==> src/rtl/wb_arb_pkg.sv <==
// ---------------------------------------------------------------------------
// wb_arb_pkg
// Shared types and constants for the WISHBONE memory-port arbiter.
//   arb_state_t : arbiter FSM state encoding
//   CTI_*       : WISHBONE cycle type identifier codes
//   AW_DEF/DW_DEF : default address/data widths
// ---------------------------------------------------------------------------
package wb_arb_pkg;

  localparam int AW_DEF = 32;
  localparam int DW_DEF = 32;

  localparam logic [2:0] CTI_CLASSIC = 3'b000;
  localparam logic [2:0] CTI_INCR    = 3'b010;
  localparam logic [2:0] CTI_EOB     = 3'b111;

  typedef enum logic [1:0] {
    IDLE = 2'd0,
    GNT0 = 2'd1,
    GNT1 = 2'd2,
    TOUT = 2'd3
  } arb_state_t;

endpackage

==> src/rtl/wb_arb_watchdog.sv <==
// ---------------------------------------------------------------------------
// wb_arb_watchdog
// Counts consecutive cycles in which a strobe is outstanding without a slave
// response and flags expiry so the arbiter can terminate a hung access.
// Ports:
//   wb_clk, wb_rst : clock and synchronous active-high reset
//   stb            : strobe currently presented to the slave
//   ack, err       : slave responses (either one ends the wait)
//   expire         : high in the wait cycle whose count reaches TIMEOUT-1
// ---------------------------------------------------------------------------
module wb_arb_watchdog #(
  parameter int TIMEOUT = 256
) (
  input  logic wb_clk,
  input  logic wb_rst,
  input  logic stb,
  input  logic ack,
  input  logic err,
  output logic expire
);

  // Expiry is flagged on the wait cycle that moves the count to TIMEOUT-1,
  // so the arbiter enters its timeout state on that same edge.
  localparam logic [15:0] LIMIT = 16'(TIMEOUT - 2);

  logic [15:0] cnt_reg;
  logic        waiting;

  assign waiting = stb && !ack && !err;
  // A response in the expiry cycle deasserts waiting, so the response wins.
  assign expire  = waiting && (cnt_reg == LIMIT);

  always_ff @(posedge wb_clk) begin
    if (wb_rst) begin
      cnt_reg <= '0;
    end else if (waiting) begin
      cnt_reg <= cnt_reg + 16'd1;
    end else begin
      cnt_reg <= '0;
    end
  end

endmodule

==> src/rtl/wb_mem_arbiter.sv <==
// ---------------------------------------------------------------------------
// wb_mem_arbiter
// Two-master WISHBONE arbiter for the MAC memory port. Requester 0 is RX DMA
// write-back, requester 1 is TX DMA fetch. A grant lasts a full cyc-high
// cycle so bursts are never split; ties go to the requester not served last.
// A watchdog terminates a hung access with an error and a tout_o pulse.
// Ports:
//   wb_clk, wb_rst          : clock, synchronous active-high reset
//   m0_* / m1_* inputs      : requester address/sel/we/data/cyc/stb/cti/bte
//   m0_dat_o / m1_dat_o     : read data, straight from s_dat_i
//   m0_ack_o/err_o, m1_...  : responses, routed to the current owner only
//   s_* outputs             : memory-side master signals of the owner
//   s_dat_i/ack_i/err_i     : memory-side responses
//   gnt_o                   : one-hot current owner, 00 when idle
//   tout_o                  : one-cycle pulse when the watchdog fires
// ---------------------------------------------------------------------------
module wb_mem_arbiter
  import wb_arb_pkg::*;
#(
  parameter int AW      = AW_DEF,
  parameter int DW      = DW_DEF,
  parameter int TIMEOUT = 256
) (
  input  logic            wb_clk,
  input  logic            wb_rst,
  input  logic [AW-1:0]   m0_adr_i,
  input  logic [DW/8-1:0] m0_sel_i,
  input  logic            m0_we_i,
  input  logic [DW-1:0]   m0_dat_i,
  input  logic            m0_cyc_i,
  input  logic            m0_stb_i,
  input  logic [2:0]      m0_cti_i,
  input  logic [1:0]      m0_bte_i,
  input  logic [AW-1:0]   m1_adr_i,
  input  logic [DW/8-1:0] m1_sel_i,
  input  logic            m1_we_i,
  input  logic [DW-1:0]   m1_dat_i,
  input  logic            m1_cyc_i,
  input  logic            m1_stb_i,
  input  logic [2:0]      m1_cti_i,
  input  logic [1:0]      m1_bte_i,
  output logic [DW-1:0]   m0_dat_o,
  output logic            m0_ack_o,
  output logic            m0_err_o,
  output logic [DW-1:0]   m1_dat_o,
  output logic            m1_ack_o,
  output logic            m1_err_o,
  output logic [AW-1:0]   s_adr_o,
  output logic [DW/8-1:0] s_sel_o,
  output logic            s_we_o,
  output logic [DW-1:0]   s_dat_o,
  output logic            s_cyc_o,
  output logic            s_stb_o,
  output logic [2:0]      s_cti_o,
  output logic [1:0]      s_bte_o,
  input  logic [DW-1:0]   s_dat_i,
  input  logic            s_ack_i,
  input  logic            s_err_i,
  output logic [1:0]      gnt_o,
  output logic            tout_o
);

  arb_state_t state_reg;
  logic       last_reg;   // requester served most recently
  logic       tout_reg;   // high only in the first timeout cycle
  logic       expire;

  wb_arb_watchdog #(
    .TIMEOUT (TIMEOUT)
  ) u_watchdog (
    .wb_clk (wb_clk),
    .wb_rst (wb_rst),
    .stb    (s_stb_o),
    .ack    (s_ack_i),
    .err    (s_err_i),
    .expire (expire)
  );

  assign m0_dat_o = s_dat_i;
  assign m1_dat_o = s_dat_i;
  assign tout_o   = tout_reg;

  always_ff @(posedge wb_clk) begin
    if (wb_rst) begin
      state_reg <= IDLE;
      last_reg  <= 1'b1;
      tout_reg  <= 1'b0;
    end else begin
      tout_reg <= 1'b0;
      case (state_reg)
        IDLE: begin
          if (m0_cyc_i && (!m1_cyc_i || last_reg)) begin
            state_reg <= GNT0;
          end else if (m1_cyc_i) begin
            state_reg <= GNT1;
          end
        end
        GNT0: begin
          last_reg <= 1'b0;
          // Owner leaving takes precedence: hand straight over if m1 waits.
          if (!m0_cyc_i) begin
            state_reg <= m1_cyc_i ? GNT1 : IDLE;
          end else if (expire) begin
            state_reg <= TOUT;
            tout_reg  <= 1'b1;
          end
        end
        GNT1: begin
          last_reg <= 1'b1;
          if (!m1_cyc_i) begin
            state_reg <= m0_cyc_i ? GNT0 : IDLE;
          end else if (expire) begin
            state_reg <= TOUT;
            tout_reg  <= 1'b1;
          end
        end
        TOUT: begin
          // last_reg still names the timed-out owner; wait for it to let go.
          if (!(last_reg ? m1_cyc_i : m0_cyc_i)) begin
            state_reg <= IDLE;
          end
        end
        default: state_reg <= IDLE;
      endcase
    end
  end

  // Zero-latency data path: the owner's bus is muxed straight through.
  always_comb begin
    s_adr_o  = '0;
    s_sel_o  = '0;
    s_we_o   = 1'b0;
    s_dat_o  = '0;
    s_cyc_o  = 1'b0;
    s_stb_o  = 1'b0;
    s_cti_o  = '0;
    s_bte_o  = '0;
    m0_ack_o = 1'b0;
    m0_err_o = 1'b0;
    m1_ack_o = 1'b0;
    m1_err_o = 1'b0;
    gnt_o    = 2'b00;
    case (state_reg)
      GNT0: begin
        s_adr_o  = m0_adr_i;
        s_sel_o  = m0_sel_i;
        s_we_o   = m0_we_i;
        s_dat_o  = m0_dat_i;
        s_cyc_o  = m0_cyc_i;
        s_stb_o  = m0_stb_i;
        s_cti_o  = m0_cti_i;
        s_bte_o  = m0_bte_i;
        m0_ack_o = s_ack_i;
        m0_err_o = s_err_i;
        gnt_o    = 2'b01;
      end
      GNT1: begin
        s_adr_o  = m1_adr_i;
        s_sel_o  = m1_sel_i;
        s_we_o   = m1_we_i;
        s_dat_o  = m1_dat_i;
        s_cyc_o  = m1_cyc_i;
        s_stb_o  = m1_stb_i;
        s_cti_o  = m1_cti_i;
        s_bte_o  = m1_bte_i;
        m1_ack_o = s_ack_i;
        m1_err_o = s_err_i;
        gnt_o    = 2'b10;
      end
      TOUT: begin
        // Slave is cut off; only the synthesized error reaches the owner.
        m0_err_o = tout_reg && !last_reg;
        m1_err_o = tout_reg && last_reg;
        gnt_o    = last_reg ? 2'b10 : 2'b01;
      end
      default: ;
    endcase
  end

endmodule

==> config.mk <==
export PLATFORM = sky130hd
export DESIGN_NAME = wb_mem_arbiter
export DESIGN_NICKNAME = d
export VERILOG_FILES = /design/src/rtl/wb_arb_pkg.sv /design/src/rtl/wb_arb_watchdog.sv /design/src/rtl/wb_mem_arbiter.sv
export SDC_FILE = /design/constraint.sdc
export NUM_CORES = 1
export LEC_CHECK = 0
export ABC_AREA = 1
export CAP_MARGIN = 20
export CORE_AREA = 2 2 132 134
export CTS_CLUSTER_DIAMETER = 60
export DETAILED_ROUTE_END_ITERATION = 16
export DIE_AREA = 0 0 134 136
export PLACE_DENSITY = 0.64
export SETUP_SLACK_MARGIN = 0.05
export SYNTH_ARGS = -nofsm -noshare
export SYNTH_HDL_FRONTEND = slang
export SYNTH_SLANG_ARGS = --single-unit
==> constraint.sdc <==
create_clock -name wb_clk -period 2.6 [get_ports wb_clk]
set_clock_uncertainty 0.05 [all_clocks]
set_input_delay 0.52 -clock wb_clk [delete_from_list [all_inputs] [get_ports wb_clk]]
set_output_delay 0.52 -clock wb_clk [all_outputs]
set_load 0.005 [all_outputs]
; ---- Yosys cells after proc, flatten, opt, wreduce, memory -nomap -nowiden
; Cells that the tools add are included.
[op_classes]
n_addsub = 1
n_eq_ne = 6
muxes = 29
bitwise = 1
n_reduce_logical = 15
[ops]
columns = cell, count
row1 = one-hot mux 32 bit (2 select lines), 2
row2 = "adder 16 x 1 -> 16 bit, second input constant", 1
row3 = "equality test 16 x 8 -> 1 bit, second input constant", 1
row4 = 2-to-1 mux 2 bit, 8
row5 = one-hot mux 1 bit (2 select lines), 7
row6 = one-hot mux 2 bit (4 select lines), 1
row7 = one-hot mux 4 bit (2 select lines), 1
row8 = 2-to-1 mux 1 bit, 7
row9 = logical AND 1 bit, 6
row10 = one-hot mux 2 bit (3 select lines), 1
row11 = one-hot mux 3 bit (2 select lines), 1
row12 = "equality test 2 bit, second input constant", 2
row13 = logical NOT 1 bit, 4
row14 = one-hot mux 2 bit (2 select lines), 1
row15 = "inequality test 3 bit, second input constant", 1
row16 = "equality test 2 x 1 -> 1 bit, second input constant", 1
row17 = logical NOT 2 bit, 1
row18 = "inequality test 2 bit, second input constant", 1
row19 = AND reduction 2 bit, 1
row20 = nonzero test 2 bit, 1
row21 = OR reduction 2 bit, 1
row22 = logical OR 1 bit, 1
row23 = inverter 1 bit, 1
[totals]
register_bits = 20
inputBits = 188

; ---- Longest topological paths before layout
[depth]
word_depth = 8
mapped_depth = 13
depth_no_buf = 12

; ---- Hierarchy
; From an unflattened synthesis, not the netlist that was laid out.
[hier_totals]
hier_cells = 518
area_unflattened_um2 = 2907.8
[modules_own_cells]
columns = mod, instances, cells_per_inst, area_each_um2, seq_area_each_um2
row1 = wb_mem_arbiter, 1, 385, 2030.7, 80.1
row2 = wb_arb_watchdog, 1, 133, 877.1, 320.3

; ---- Worst setup path after synthesis
; No wires, ideal clock.
[synth_path]
path_kind = register -> output
start = register state_reg[0]
end = output port s_adr_o[0]
arrival_ns = 1.519
setup_slack_ns = 0.511
stages_incl_launch_ff = 7
n_path_buf = 2
cell_sequence = dfxtp_1 inv_1 ha_1 clkinv_1 clkbuf_1 buf_1 a21oi_1
[synth_via]
elab_chain_cells = 2
[synth_lines]
columns = item, line
row1 = start: declaration, wb_mem_arbiter.sv:63  ; arb_state_t state_reg;
row2 = start signal: assignment, wb_mem_arbiter.sv:102  ; state_reg <= m1_cyc_i ? GNT1 : IDLE;
row3 = start signal: assignment, wb_mem_arbiter.sv:111  ; state_reg <= m0_cyc_i ? GNT0 : IDLE;
row4 = equality test 2 bit / equality test 2 x 1 -> 1 bit (equally long branches), wb_mem_arbiter.sv:143  ; case (state_reg)
row5 = one-hot mux 32 bit (2 select lines) (*), wb_mem_arbiter.sv:143
row6 = end: declaration, wb_mem_arbiter.sv:48  ; output logic [AW-1:0] s_adr_o,
; Mark *: on every way between the ends. The rest lies on a longest branch, timed or not.

; ---- Worst setup path after layout
[layout_path]
start = register state_reg[1]
end = output port s_adr_o[0]
; The elaborated chain is that of the path after synthesis.

==> metrics.md <==
| Metric | Value |
|---|---|
| Core Footprint | 0.0169 sq mm |
| TritonCTS sink count | 20 |
| Synthesis-stage register bit count | 20 |
| Count of inserted antenna diode cells | 0 |
| Max Fclk | 0.399 GHz |
| Number of rows in the core area | 48 |
| Worst path arrival time | 1940 ps |
| Total power per unit cell area | 551 mW/mm^2 |
| Depth of the CTS H-tree | 1 |
| Worst Hold Slack | 422 ps |
| Part of the Yosys area used for sequential elements | 14.7% |
| Cell-internal power | 1.81 mW |
| Net Switching | 1.25 mW |
| Critical path required time | 2030 ps |
| Global-route usage over all layers | 14.3% |
| Worst setup EP type | primary output |
| Initial Util | 16.1% |
| Type of the worst min-delay path | reg2reg |
| Library cell with the largest summed area after synthesis | nand2_1 |
| Worst-Skew Late Latency | 250 ps |
| Die outline width | 134 microns |
| Final-stage net count | 866 |
| Vias in the first global route | 3,416 |
| Area of all sequential standard cells | 408 sq um |
| Slew headroom | 63.2% |
| Wire length of the first global-routing pass | 19,900 microns |
| Largest net degree at the start of global routing | 26 |
| Worst ir drop on vdd | 0.249 mV |
| Flip-flop count of the largest register after layout | 16 |
| Signed area change from the synthesized netlist to the final layout | 103% |
| Internal reg-to-reg setup slack | 520 ps |
| Leakage power | 2.72 nW |
| Final count of negative-setup-slack endpoints | 0 |
| DR pass1 iterations | 4 |
| Synth cell types | 33 |
| Wire per inst | 16.2 microns |
| Number of failing hold endpoints at the final stage | 0 |
| CTS tree | yes |
| Wire length after detailed routing | 14,500 microns |
| Mean number of vias per cell | 4.09 |
| Fill cell instance count of the final layout | 1,819 |
| 1st-iter DRT viols | 136 |
| Category of the critical setup timing path | reg2out |
| Hold_buf cts | 0 |
| Ports placed on the boundary | 335 |
| Clock-pin slew on the worst setup and hold paths | 60 ps |
| Antenna-violating nets left | 0 |
| Initial antenna violation count | 1 |
| Total of warnings raised by yosys | 0 |
| Die area | 0.0182 sq mm |
| Buffer depth of the longest clock path | 2 |
| Transition at the pin with the smallest max-transition slack | 538 ps |
| Result of the run | finished clean |
| DRC Markers | 0 |
| Clock network fraction of design power | 13.9% |
| CTS Buf Count | 3 |
| Share of power burned in combinational logic | 74.5% |
| Netlist Area Pre-Place | 0.00273 sq mm |
| Area of the multi-input gates | 0.00171 sq mm |
| Sw Share | 40.8% |
| Cell types with the largest area share after synthesis | nand2_1 26%, buf_4 18%, a21oi_1 16%, dfxtp_1 15%, inv_1 3.9% |
| Post-synthesis average cell area | 5.61 sq um |
| Routability cong. | 0.769 |
| Setup repair after global routing missed its margin | true |
| Startpoint type of the worst setup path | flip-flop |
| Power share of the sequential group | 11.6% |
| Overall die height | 136 microns |
| Routed via count | 3,662 |
| HPWL reported at the end of detailed placement | 11,200 microns |
| Fraction of layout instances using a drive strength above 1 | 10.9% |
| GR Overflow Total | 0 |
| Instance count of the mapped netlist | 486 |
| Final worst path period share | 96.5% |
| Worst Path Max Fanout | 14 |
| Total count of max-transition violations in the final report | 0 |
| Master cell of the clock root buffer | clkbuf_16 |
| Count of input and output buffers | 238 |
| Shortest period the worst path allows | 2510 ps |
| Fraction of synthesized cell area taken by the top area cell type | 25.6% |
| Max-Cap Viols | 0 |
| Total Power Consumption | 3.05 mW |
| Synth Net Count | 681 |
area by class of cell:
class,count,share of cell area (%)
timing repair buffer,271,52.7
multi-input combinational,345,30.8
sequential,20,7.36
tap,225,5.08
inverter,30,2.17
clock buffer,3,1.36
clock inverter,1,0.542
cell usage in the layout, fill, tap and decap left out, drive strengths merged:
master	instances
a2111oi	1
a21oi	88
and2	1
buf	29
bufbuf	2
bufinv	1
clkbuf	5
clkdlybuf4s15	1
clkdlybuf4s50	175
dfxtp	20
dlygate4sd2	22
dlymetal6s2s	40
ha	7
inv	30
nand2	190
nand3	8
nand3b	1
nand4	2
nor2	26
nor3	2
nor3b	1
o211ai	2
o21a	2
o21ai	7
o22ai	2
or2	2
xnor2	2
xor2	1
synth_stat cells (all sizes together):
cell type / number
ha: 7
a21oi: 88
dfxtp: 20
xnor2: 2
clkbuf: 11
o22ai: 2
nand4: 2
nor3b: 1
nor3: 2
a2111oi: 1
buf: 80
o21a: 2
nand3: 8
o21ai: 7
inv: 29
xor2: 1
clkinv: 1
nand3b: 1
or2: 2
and2: 1
nand2: 190
o211ai: 2
nor2: 26
final timing paths:
path,startpoint,end,depth (start not counted)
setup / recovery,state_reg[1]$_SDFFE_PP0P_,s_adr_o[0],6
hold reg to reg,u_watchdog.cnt_reg[15]$_SDFF_PP0_,u_watchdog.cnt_reg[15]$_SDFF_PP0_,2
setup reg to reg,state_reg[0]$_SDFFE_PP0P_,tout_o$_SDFF_PP0_,10
hold / removal,u_watchdog.cnt_reg[15]$_SDFF_PP0_,u_watchdog.cnt_reg[15]$_SDFF_PP0_,2
critical path, stage by stage, from the launching register on:
cell,delay (ps)
dfxtp_4,370
inv_6,90
ha_4,200
bufbuf_16,310
nand2_1,60
a21oi_1,130
clkdlybuf4s50_1,520
per-layer routing:
metal / global-route usage [%] / wire length [microns]
met1: 18.7 / 6300
met2: 23.9 / 6810
met3: 3.69 / 1250
met4: 2.78 / 140
met5: 0 / 0
power groups by stage:
| stage | logic, mW | registers [mW] | clock network [mW] |
|---|---|---|---|
| 3_5_place_dp | 2.02 | 0.346 | 0 |
| 5_1_grt | 2.46 | 0.360 | 0.444 |
| 4_1_cts | 2.22 | 0.349 | 0.429 |
| 6_report | 2.27 | 0.355 | 0.425 |
| 3_3_place_gp | 2.03 | 0.345 | 0 |
| 2_1_floorplan | 0.845 | 0.345 | 0 |
what timing repair did:
action / in CTS / in global routing
gates cloned: 2 / 2
gates resized for setup: 49 / 52
setup buffers: 3 / 3
endpoints found under the setup margin: 75 / 56
pin swaps: 0 / 2
per-stage QoR:
stage	util, %	TNS [ps]	cell area, sq um	setup slack (ps)	std cells
2_1_floorplan	-	0	2730	511	486
3_3_place_gp	29.9	-154	5040	-154	881
3_5_place_dp	29.9	-114	5040	-114	881
4_1_cts	31.5	-110	5320	-27.3	890
5_1_grt	32.8	0	5540	23.3	895
6_report	32.8	0	5540	91.3	895
cell families after synthesis:
| group | Yosys count | synth area share, % |
|---|---|---|
| simple gates | 233 | 35.7 |
| fa+ha+maj | 7 | 3.21 |
| flops | 20 | 14.7 |
| buf+inv | 121 | 26.1 |
| xor+xnor | 3 | 0.964 |
| compound gates | 102 | 19.3 |
No activity file was read; power rests on OpenSTA's default activity.
